===== config.mk =====
export PLATFORM = sky130hd
export DESIGN_NAME = uart_rx
export DESIGN_NICKNAME = d
export VERILOG_FILES = /design/src/rtl/uart_pkg.sv /design/src/rtl/uart_rx_sync.sv /design/src/rtl/uart_rx.sv
export SDC_FILE = /design/constraint.sdc
export NUM_CORES = 1
export LEC_CHECK = 0
export CAP_MARGIN = 20
export CORE_MARGIN = 5
export CORE_UTILIZATION = 24
export CTS_CLUSTER_SIZE = 40
export DETAILED_ROUTE_END_ITERATION = 8
export HOLD_SLACK_MARGIN = 0.08
export PLACE_DENSITY = 0.42
export SETUP_SLACK_MARGIN = 0.5
export SLEW_MARGIN = 20
export SYNTH_ARGS = -nofsm -noshare
export SYNTH_HDL_FRONTEND = slang
export SYNTH_SLANG_ARGS = --single-unit

===== constraint.sdc =====
create_clock -name clk -period 1.9 [get_ports clk]
set_clock_uncertainty 0.1 [all_clocks]
set_input_delay 0.285 -clock clk [delete_from_list [all_inputs] [get_ports clk]]
set_output_delay 0.285 -clock clk [all_outputs]
set_load 0.03 [all_outputs]

===== src/rtl/uart_pkg.sv =====
// Shared UART definitions: receiver FSM states, frame constants and the
// bit-period helper also used by uart_tx.
package uart_pkg;

    typedef enum logic [2:0] {
        IDLE,
        START,
        DATA,
        STOP,
        BREAK
    } rx_state_t;

    localparam int DATA_BITS = 8;
    localparam int STOP_BITS = 1;

    // Clock cycles per bit, truncated toward zero.
    function automatic int uart_cycles(input int clk_mhz, input int baud);
        return (clk_mhz * 1000000) / baud;
    endfunction

endpackage


===== src/rtl/uart_rx_sync.sv =====
// Two-flop synchronizer for an asynchronous input, with a previous-value
// register for falling-edge detection. Everything resets to the idle-high level.
module uart_rx_sync (
    input  logic clk,
    input  logic rst_n,
    input  logic pin,
    output logic level,
    output logic fall
);

    logic meta;
    logic sync;
    logic prev;

    always_ff @(posedge clk or negedge rst_n) begin
        if (!rst_n) begin
            meta <= 1'b1;
            sync <= 1'b1;
            prev <= 1'b1;
        end else begin
            meta <= pin;
            sync <= meta;
            prev <= sync;
        end
    end

    assign level = sync;
    assign fall  = prev & ~sync;

endmodule


===== src/rtl/uart_rx.sv =====
// 8N1 UART receiver with mid-bit majority voting, a single-entry valid/ready
// holding register and one-cycle framing/overrun error pulses.
module uart_rx
    import uart_pkg::*;
#(
    parameter int CLK_FRE   = 27,
    parameter int BAUD_RATE = 115200
) (
    input  logic       clk,
    input  logic       rst_n,
    input  logic       rx_pin,
    output logic [7:0] rx_data,
    output logic       rx_data_valid,
    input  logic       rx_data_ready,
    output logic       frame_err,
    output logic       overrun
);

    localparam int CYCLE = uart_cycles(CLK_FRE, BAUD_RATE);
    localparam int HALF  = CYCLE / 2;

    // Start bit is voted half a bit in; later bits one full bit after each re-arm.
    localparam logic [15:0] START_MID = 16'(HALF);
    localparam logic [15:0] DATA_MID  = 16'(CYCLE - 1);
    localparam logic [15:0] BREAK_END = 16'(CYCLE - 1);
    localparam logic [2:0]  LAST_BIT  = 3'(DATA_BITS - 1);

    rx_state_t   state;
    rx_state_t   state_next;
    logic        rx_s;
    logic        fall;
    logic [15:0] cnt;
    logic [15:0] mid;
    logic [2:0]  bit_idx;
    logic        s1;
    logic        s2;
    logic        vote;
    logic        vote_now;
    logic        break_done;
    logic [7:0]  shreg;
    logic        frame_ok;
    logic        frame_bad;
    logic        load;

    uart_rx_sync u_sync (
        .clk   (clk),
        .rst_n (rst_n),
        .pin   (rx_pin),
        .level (rx_s),
        .fall  (fall)
    );

    assign mid        = (state == START) ? START_MID : DATA_MID;
    assign vote_now   = (state inside {START, DATA, STOP}) && (cnt == mid + 16'd1);
    assign vote       = (s1 & s2) | (s1 & rx_s) | (s2 & rx_s);
    assign break_done = (state == BREAK) && rx_s && (cnt == BREAK_END);
    assign frame_ok   = (state == STOP) && vote_now && vote;
    assign frame_bad  = (state == STOP) && vote_now && !vote;
    assign load       = frame_ok && (!rx_data_valid || rx_data_ready);

    always_ff @(posedge clk or negedge rst_n) begin
        if (!rst_n) begin
            state <= IDLE;
        end else begin
            state <= state_next;
        end
    end

    always_comb begin
        state_next = state;
        case (state)
            IDLE:    if (fall) state_next = START;
            START:   if (vote_now) state_next = vote ? IDLE : DATA;
            DATA:    if (vote_now && bit_idx == LAST_BIT) state_next = STOP;
            STOP:    if (vote_now) state_next = vote ? IDLE : BREAK;
            BREAK:   if (break_done) state_next = IDLE;
            default: state_next = IDLE;
        endcase
    end

    // In BREAK the counter measures how long the line has been continuously high.
    always_ff @(posedge clk or negedge rst_n) begin
        if (!rst_n) begin
            cnt     <= 16'd0;
            bit_idx <= 3'd0;
            s1      <= 1'b1;
            s2      <= 1'b1;
            shreg   <= 8'd0;
        end else begin
            case (state)
                IDLE:    cnt <= 16'd0;
                BREAK:   cnt <= rx_s ? cnt + 16'd1 : 16'd0;
                default: cnt <= vote_now ? 16'd0 : cnt + 16'd1;
            endcase
            if (cnt == mid - 16'd1) s1 <= rx_s;
            if (cnt == mid) s2 <= rx_s;
            if (state == START && vote_now) bit_idx <= 3'd0;
            if (state == DATA && vote_now) begin
                bit_idx <= bit_idx + 3'd1;
                shreg   <= {vote, shreg[7:1]};
            end
        end
    end

    // A byte arriving while the previous one is still held is dropped, unless
    // the consumer takes the old byte in that very cycle.
    always_ff @(posedge clk or negedge rst_n) begin
        if (!rst_n) begin
            rx_data       <= 8'd0;
            rx_data_valid <= 1'b0;
            frame_err     <= 1'b0;
            overrun       <= 1'b0;
        end else begin
            if (load) begin
                rx_data       <= shreg;
                rx_data_valid <= 1'b1;
            end else if (rx_data_valid && rx_data_ready) begin
                rx_data_valid <= 1'b0;
            end
            frame_err <= frame_bad;
            overrun   <= frame_ok && rx_data_valid && !rx_data_ready;
        end
    end

endmodule


# Yosys cells after proc, flatten, opt, wreduce, memory -nomap -nowiden
# Index checks and enable logic that the tools add are counted.
# W data, S select, Z words.
# totals
out_inout_bits,11
input_bits,4
word_cells,76
reg_bits,46
# op_classes
n_mux,16
n_bitwise,7
add_sub_neg,4
n_eq_ne,14
reduce_logical,22
# ops
operator,count
$mux W16,2
$pmux W16 S2,1
$mux W3,8
$add A16 B1 Y16 const B,1
$eq A16 B16 Y1,1
$eq A16 B8 Y1,1
$eq A16 B8 Y1 const B,1
$eq A16 B9 Y1,1
$pmux W3 S5,1
$logic_and A1 B1 Y1,13
$add A8 B1 Y9 const B,1
$sub A8 B1 Y9 const B,1
$mux W8,1
$ne A2 B2 Y1 const B,4
$eq A3 B2 Y1 const B,2
$eq A3 B3 Y1 const B,2
$reduce_and A5 Y1,1
$and A1 B1 Y1,4
$reduce_bool A2 Y1,2
$add A3 B1 Y3 const B,1
$eq A3 B1 Y1 const B,1
$logic_not A1 Y1,3
$logic_not A3 Y1,1
$reduce_bool A3 Y1,1
other kinds (6),8

# Depth between registers and ports, before layout
# logic_depth
depth_word,9
ltp_mapped,7
ltp_nobuf,6

# By module
# From an unflattened synthesis, not the netlist that was laid out.
# unflattened
hier_cells,191
hier_area_um2,2210.9
# modules_own_cells
mod,seq_area_each_um2,instances,area_per_inst_um2,cells_each
uart_rx,1078.5,1,2118.3,187
uart_rx_sync,78.8,1,92.6,4

# Worst setup path before layout
# No wires, ideal clock.
# synth_path
path_kind,flip-flop to flip-flop
startpoint,reg cnt[13]
endpoint,reg shreg[0]
synth_period_minus_slack_ps,1959
required_ps,1675
setup_time_ps,125
path_buffers,0
path_stages_with_launch,5
slack_ps,-59
arrival_ps,1734
cell_sequence,dfrtp_1 > or4_1 > nor3_4 > nand4_4 > mux2_4
# synth_between
elab_chain_cells,3
# synth_rtl
item,line_no,text
from (decl),uart_rx.sv:32,logic [15:0] cnt;
from (signal assigned),uart_rx.sv:92,BREAK: cnt <= rx_s ? cnt + 16'd1 : 16'd0;
from (signal assigned),uart_rx.sv:93,default: cnt <= vote_now ? 16'd0 : cnt + 16'd1;
$eq A16 B9 Y1,uart_rx.sv:54,"assign vote_now = (state inside {START, DATA, STOP}) && (cnt == mid + 16'd1);"
$logic_and A1 B1 Y1,uart_rx.sv:54,
$logic_and A1 B1 Y1,uart_rx.sv:98,if (state == DATA && vote_now) begin
to (signal assigned),uart_rx.sv:100,"shreg <= {vote, shreg[7:1]};"
to (decl),uart_rx.sv:40,logic [7:0] shreg;
# No other way between the ends.
# A chain may end at the register's enable or synchronous reset.

# Final worst setup path
# layout_path
startpoint,reg cnt[10]
endpoint,reg shreg[0]
# The elaborated chain is that of the path after synthesis.

==> implementation parameters <==
Parameter                              Value

Run status
  Outcome ... finished, violations left
  Violations in the final reports ... negative setup slack

Power and ir drop
  Leak Pwr ... 1.495 nW
  Total Power ... 2.601 mW
  Power per Cell Area ... 810.3 mW/mm2
  Worst vdd ir ... 0.0003544 V

Die
  Initial cell density of the core ... 24.70%
  Total core area ... 0.009284 mm2
  Full die area ... 0.01161 mm2
  Die height ... 107.8 um
  I/O pin total ... 15
  Number of placement rows ... 35
  Die X-Extent ... 107.8 um

Placement
  Half-perimeter wire length after placement ... 3.764 mm
  Number of buffers added on ports ... 14
  Final weighted congestion of routability-driven global placement ... 0.7414
  Worst setup slack after placement ... -0.05819 ns
  Number of placed instances with taps included ... 367

Synthesis
  Warnings from Yosys ... 0
  Primary FF master, synth ... sky130_fd_sc_hd__dfrtp_1
  Post-synthesis simple-gate area fraction ... 23.73%
  Dominant combinational cell family by area after synthesis ... simple AND/OR/NAND/NOR gates
  Asr flop ratio synth ... 100.0%
  Synthesized-area fraction occupied by xor and xnor cells ... 4.201%
  Number of flops mapped to enable cells by yosys ... 0
  Post-Syn Area ... 0.002293 mm2
  Number of different library cells in the post-synthesis netlist ... 44
  Portion of netlist area occupied by mux cells ... 9.929%
  Post-Synth Adder-Cell Area ... 3.710%
  Compound-cell area share of the yosys netlist ... 5.565%
  Post-Synthesis Mean Instance Area ... 11.76 um2
  Post-synthesis register bit count ... 46
  Sequential fraction of the synthesis area ... 50.46%
  Net count after synthesis ... 205
  Post-synthesis cell count ... 195

Final layout
  Count of antenna diodes in the layout ... 0
  Net total in the final layout ... 266
  Register Area ... 0.001161 mm2
  Area of combinational cells with multiple inputs ... 0.001265 mm2
  Area overhead of the layout relative to synthesis ... 39.99%
  Non-filler instance count after layout ... 386
  Most common cell after layout, fill and taps aside ... sky130_fd_sc_hd__buf_4
  Utilization of the core after routing ... 34.58%
  Number of filler cells placed in the layout ... 992
  Top library cells by usage in the layout, fill and taps aside ... sky130_fd_sc_hd__buf_4, sky130_fd_sc_hd__dfrtp_1, sky130_fd_sc_hd__mux2_2
  Layout cell share with drive strength beyond 1 ... 50.19%

Hold path
  Worst min-delay path endpoint ... u_sync.level
  Source of the worst hold timing path ... u_sync.meta
  Worst hold path type ... flop to flop
  Hold Path Stages ... 0

Routing
  Via count ... 1724
  Detailed-route DRC error count ... 0
  Vias per cell ... 4.466
  Antenna Violating Nets Remaining ... 0
  Iteration count of the initial detailed-routing pass ... 4
  Post-detailed-route wirelength per cell ... 13.75 um
  Total wire length after detailed routing ... 5.306 mm
  Starting DRC count in detailed routing ... 47

Global route
  Number of antenna violations at the first check in global routing ... 0
  First-pass GRT wire length ... 8.790 mm
  GRT Resource Usage Total ... 9.574%
  Largest net degree at the start of global routing ... 32
  Number of global-route vias before repair ... 1674
  Total gr overflow ... 0

Timing
  Headroom to the max-slew limit ... 71.93%
  Slew at the pin closest to its max-slew limit ... 0.4210 ns
  Max-slew violations ... 0
  Upper clock frequency limit ... 506.1 MHz
  Unrepaired setup endpoints after global routing ... yes
  Setup slack after layout ... -0.07574 ns
  Final setup vio count ... 10
  Final number of hold-violating endpoints ... 0
  Fin crit share ... 104.0%
  Final Critical Period ... 1.976 ns

Setup path
  Crit Reg-Reg Endpoint ... shreg[0]
  Startpoint-to-endpoint class of the critical path ... flop to flop
  Worst path arrival time ... 2.07 ns
  Worst Setup End Kind ... flop
  Required time reported for the critical path endpoint ... 1.99 ns
  Register-to-Register Path Depth ... 4
  Critical path peak fanout ... 8
  Slack of the worst reg-to-reg path ... -0.08 ns
  Type of element launching the critical path ... flop
  RR Startpoint ... cnt[10]

Clocking
  Maximum clock path buffer count ... 2
  CTS tree ... built
  H-tree levels ... 2
  Clock Sinks ... 46
  Clk slew on worst S/H paths ... 0.10 ns
  Buffer cell driving the clock tree root ... sky130_fd_sc_hd__clkbuf_8
  CTS Buf Count ... 5
  Clock latency at the later pin of the worst-skew pair ... 0.31 ns

Run
  Count of maximum capacitance violations ... 0
## sequential cells by signal, summed over array words and instances (netlist names)
name / cells
bit_idx: 3
cnt: 16
u_sync.prev: 1
rx_data: 8
overrun: 1
s1: 1
frame_err: 1
u_sync.meta: 1
u_sync.level: 1
s2: 1
shreg: 8
state: 3
rx_data_valid: 1
## worst max-delay path, stage by stage, from the launching register on
cell	delay [ns]
sky130_fd_sc_hd__dfrtp_1	0.38
sky130_fd_sc_hd__or4_4	0.54
sky130_fd_sc_hd__nor3_4	0.27
sky130_fd_sc_hd__nand4_4	0.22
sky130_fd_sc_hd__mux2_4	0.34
## final cells by class
cell class,count,area share (%)
flip-flops and latches,46,36.17
well taps,129,5.027
inverters,3,0.3507
clock buffers,5,2.143
clock inverters,3,0.7794
multi-input cells,138,39.40
repair buffers,62,16.13
## worst max-delay path by stage
| stage | start | end | slack (ns) | depth (start not counted) |
|---|---|---|---|---|
| final | cnt[10] | shreg[0] | -0.08 | 4 |
| after global routing | cnt[13] | shreg[0] | -0.13 | 4 |
| after CTS | cnt[10] | shreg[0] | -0.08 | 4 |
| after detailed placement | cnt[10] | shreg[0] | -0.06 | 4 |
| after global placement | cnt[10] | shreg[0] | -0.05 | 4 |
| after floorplan | cnt[10] | cnt[10] | -0.03 | 6 |
## Yosys cell counts (2+ instances only)
library cell                n  area share, %
sky130_fd_sc_hd__dfrtp_1   41             45
sky130_fd_sc_hd__mux2_2    18            8.8
sky130_fd_sc_hd__nor3_1    15            3.3
sky130_fd_sc_hd__nand3_1   14            3.1
sky130_fd_sc_hd__nand2_1   10            1.6
sky130_fd_sc_hd__nand4_1    7            1.9
sky130_fd_sc_hd__xor2_1     7            2.7
sky130_fd_sc_hd__ha_1       6            3.3
sky130_fd_sc_hd__and4_1     5            1.9
sky130_fd_sc_hd__dfstp_2    5            5.7
sky130_fd_sc_hd__or4_1      5            1.6
sky130_fd_sc_hd__a211oi_1   4            1.3
sky130_fd_sc_hd__clkbuf_1   4           0.65
sky130_fd_sc_hd__nor2_1     4           0.65
sky130_fd_sc_hd__nor3b_1    4            1.3
sky130_fd_sc_hd__o21ai_0    4           0.87
sky130_fd_sc_hd__o31ai_1    4            1.3
sky130_fd_sc_hd__xnor2_1    4            1.5
sky130_fd_sc_hd__inv_1      3           0.49
sky130_fd_sc_hd__a21oi_1    2           0.44
sky130_fd_sc_hd__and2b_1    2           0.65
sky130_fd_sc_hd__buf_2      2           0.44
sky130_fd_sc_hd__nand2b_1   2           0.55
sky130_fd_sc_hd__nor4_2     2            1.1
sky130_fd_sc_hd__nor4bb_1   2           0.87
## layer usage
layer	global-route usage (%)	wire, um	share of wire (%)
met1	13.41	2655	50
met5	0	0	0
met2	14.96	2443	46
met4	2.164	47	0.89
met3	2.220	160	3.0
## per-stage QoR
stage / area, um2 / TNS [ns] / hold WS, ns
global route: 3211 / -1.747 / 0.2520
CTS: 3131 / -0.4759 / 0.2622
global placement: 2915 / -0.3946 / 0.1464
floorplan: 2369 / -0.2606 / -0.1106
finish: 3211 / -0.5094 / 0.2614
detailed placement: 2915 / -0.7690 / 0.1478
## cell families after synthesis
logic type	count (synthesis)
simple gates	82
flops	46
mux	20
compound gates	18
xor+xnor	11
buf+inv	11
fa+ha+maj	7
## power by group
part / internal [mW] / total, mW / switching [mW]
Combinational: 0.419 / 0.764 / 0.344
Clock: 0.266 / 0.640 / 0.374
Sequential: 1.07 / 1.20 / 0.128
## what timing repair did
item	4_1_cts	5_1_grt
setup endpoints to repair	54	49
hold buffers	1	0
gates resized for setup	51	32
buffers inserted	5	5
pin swaps	10	10
hold endpoints to repair	15	0
(Power assumes the default switching activity.)
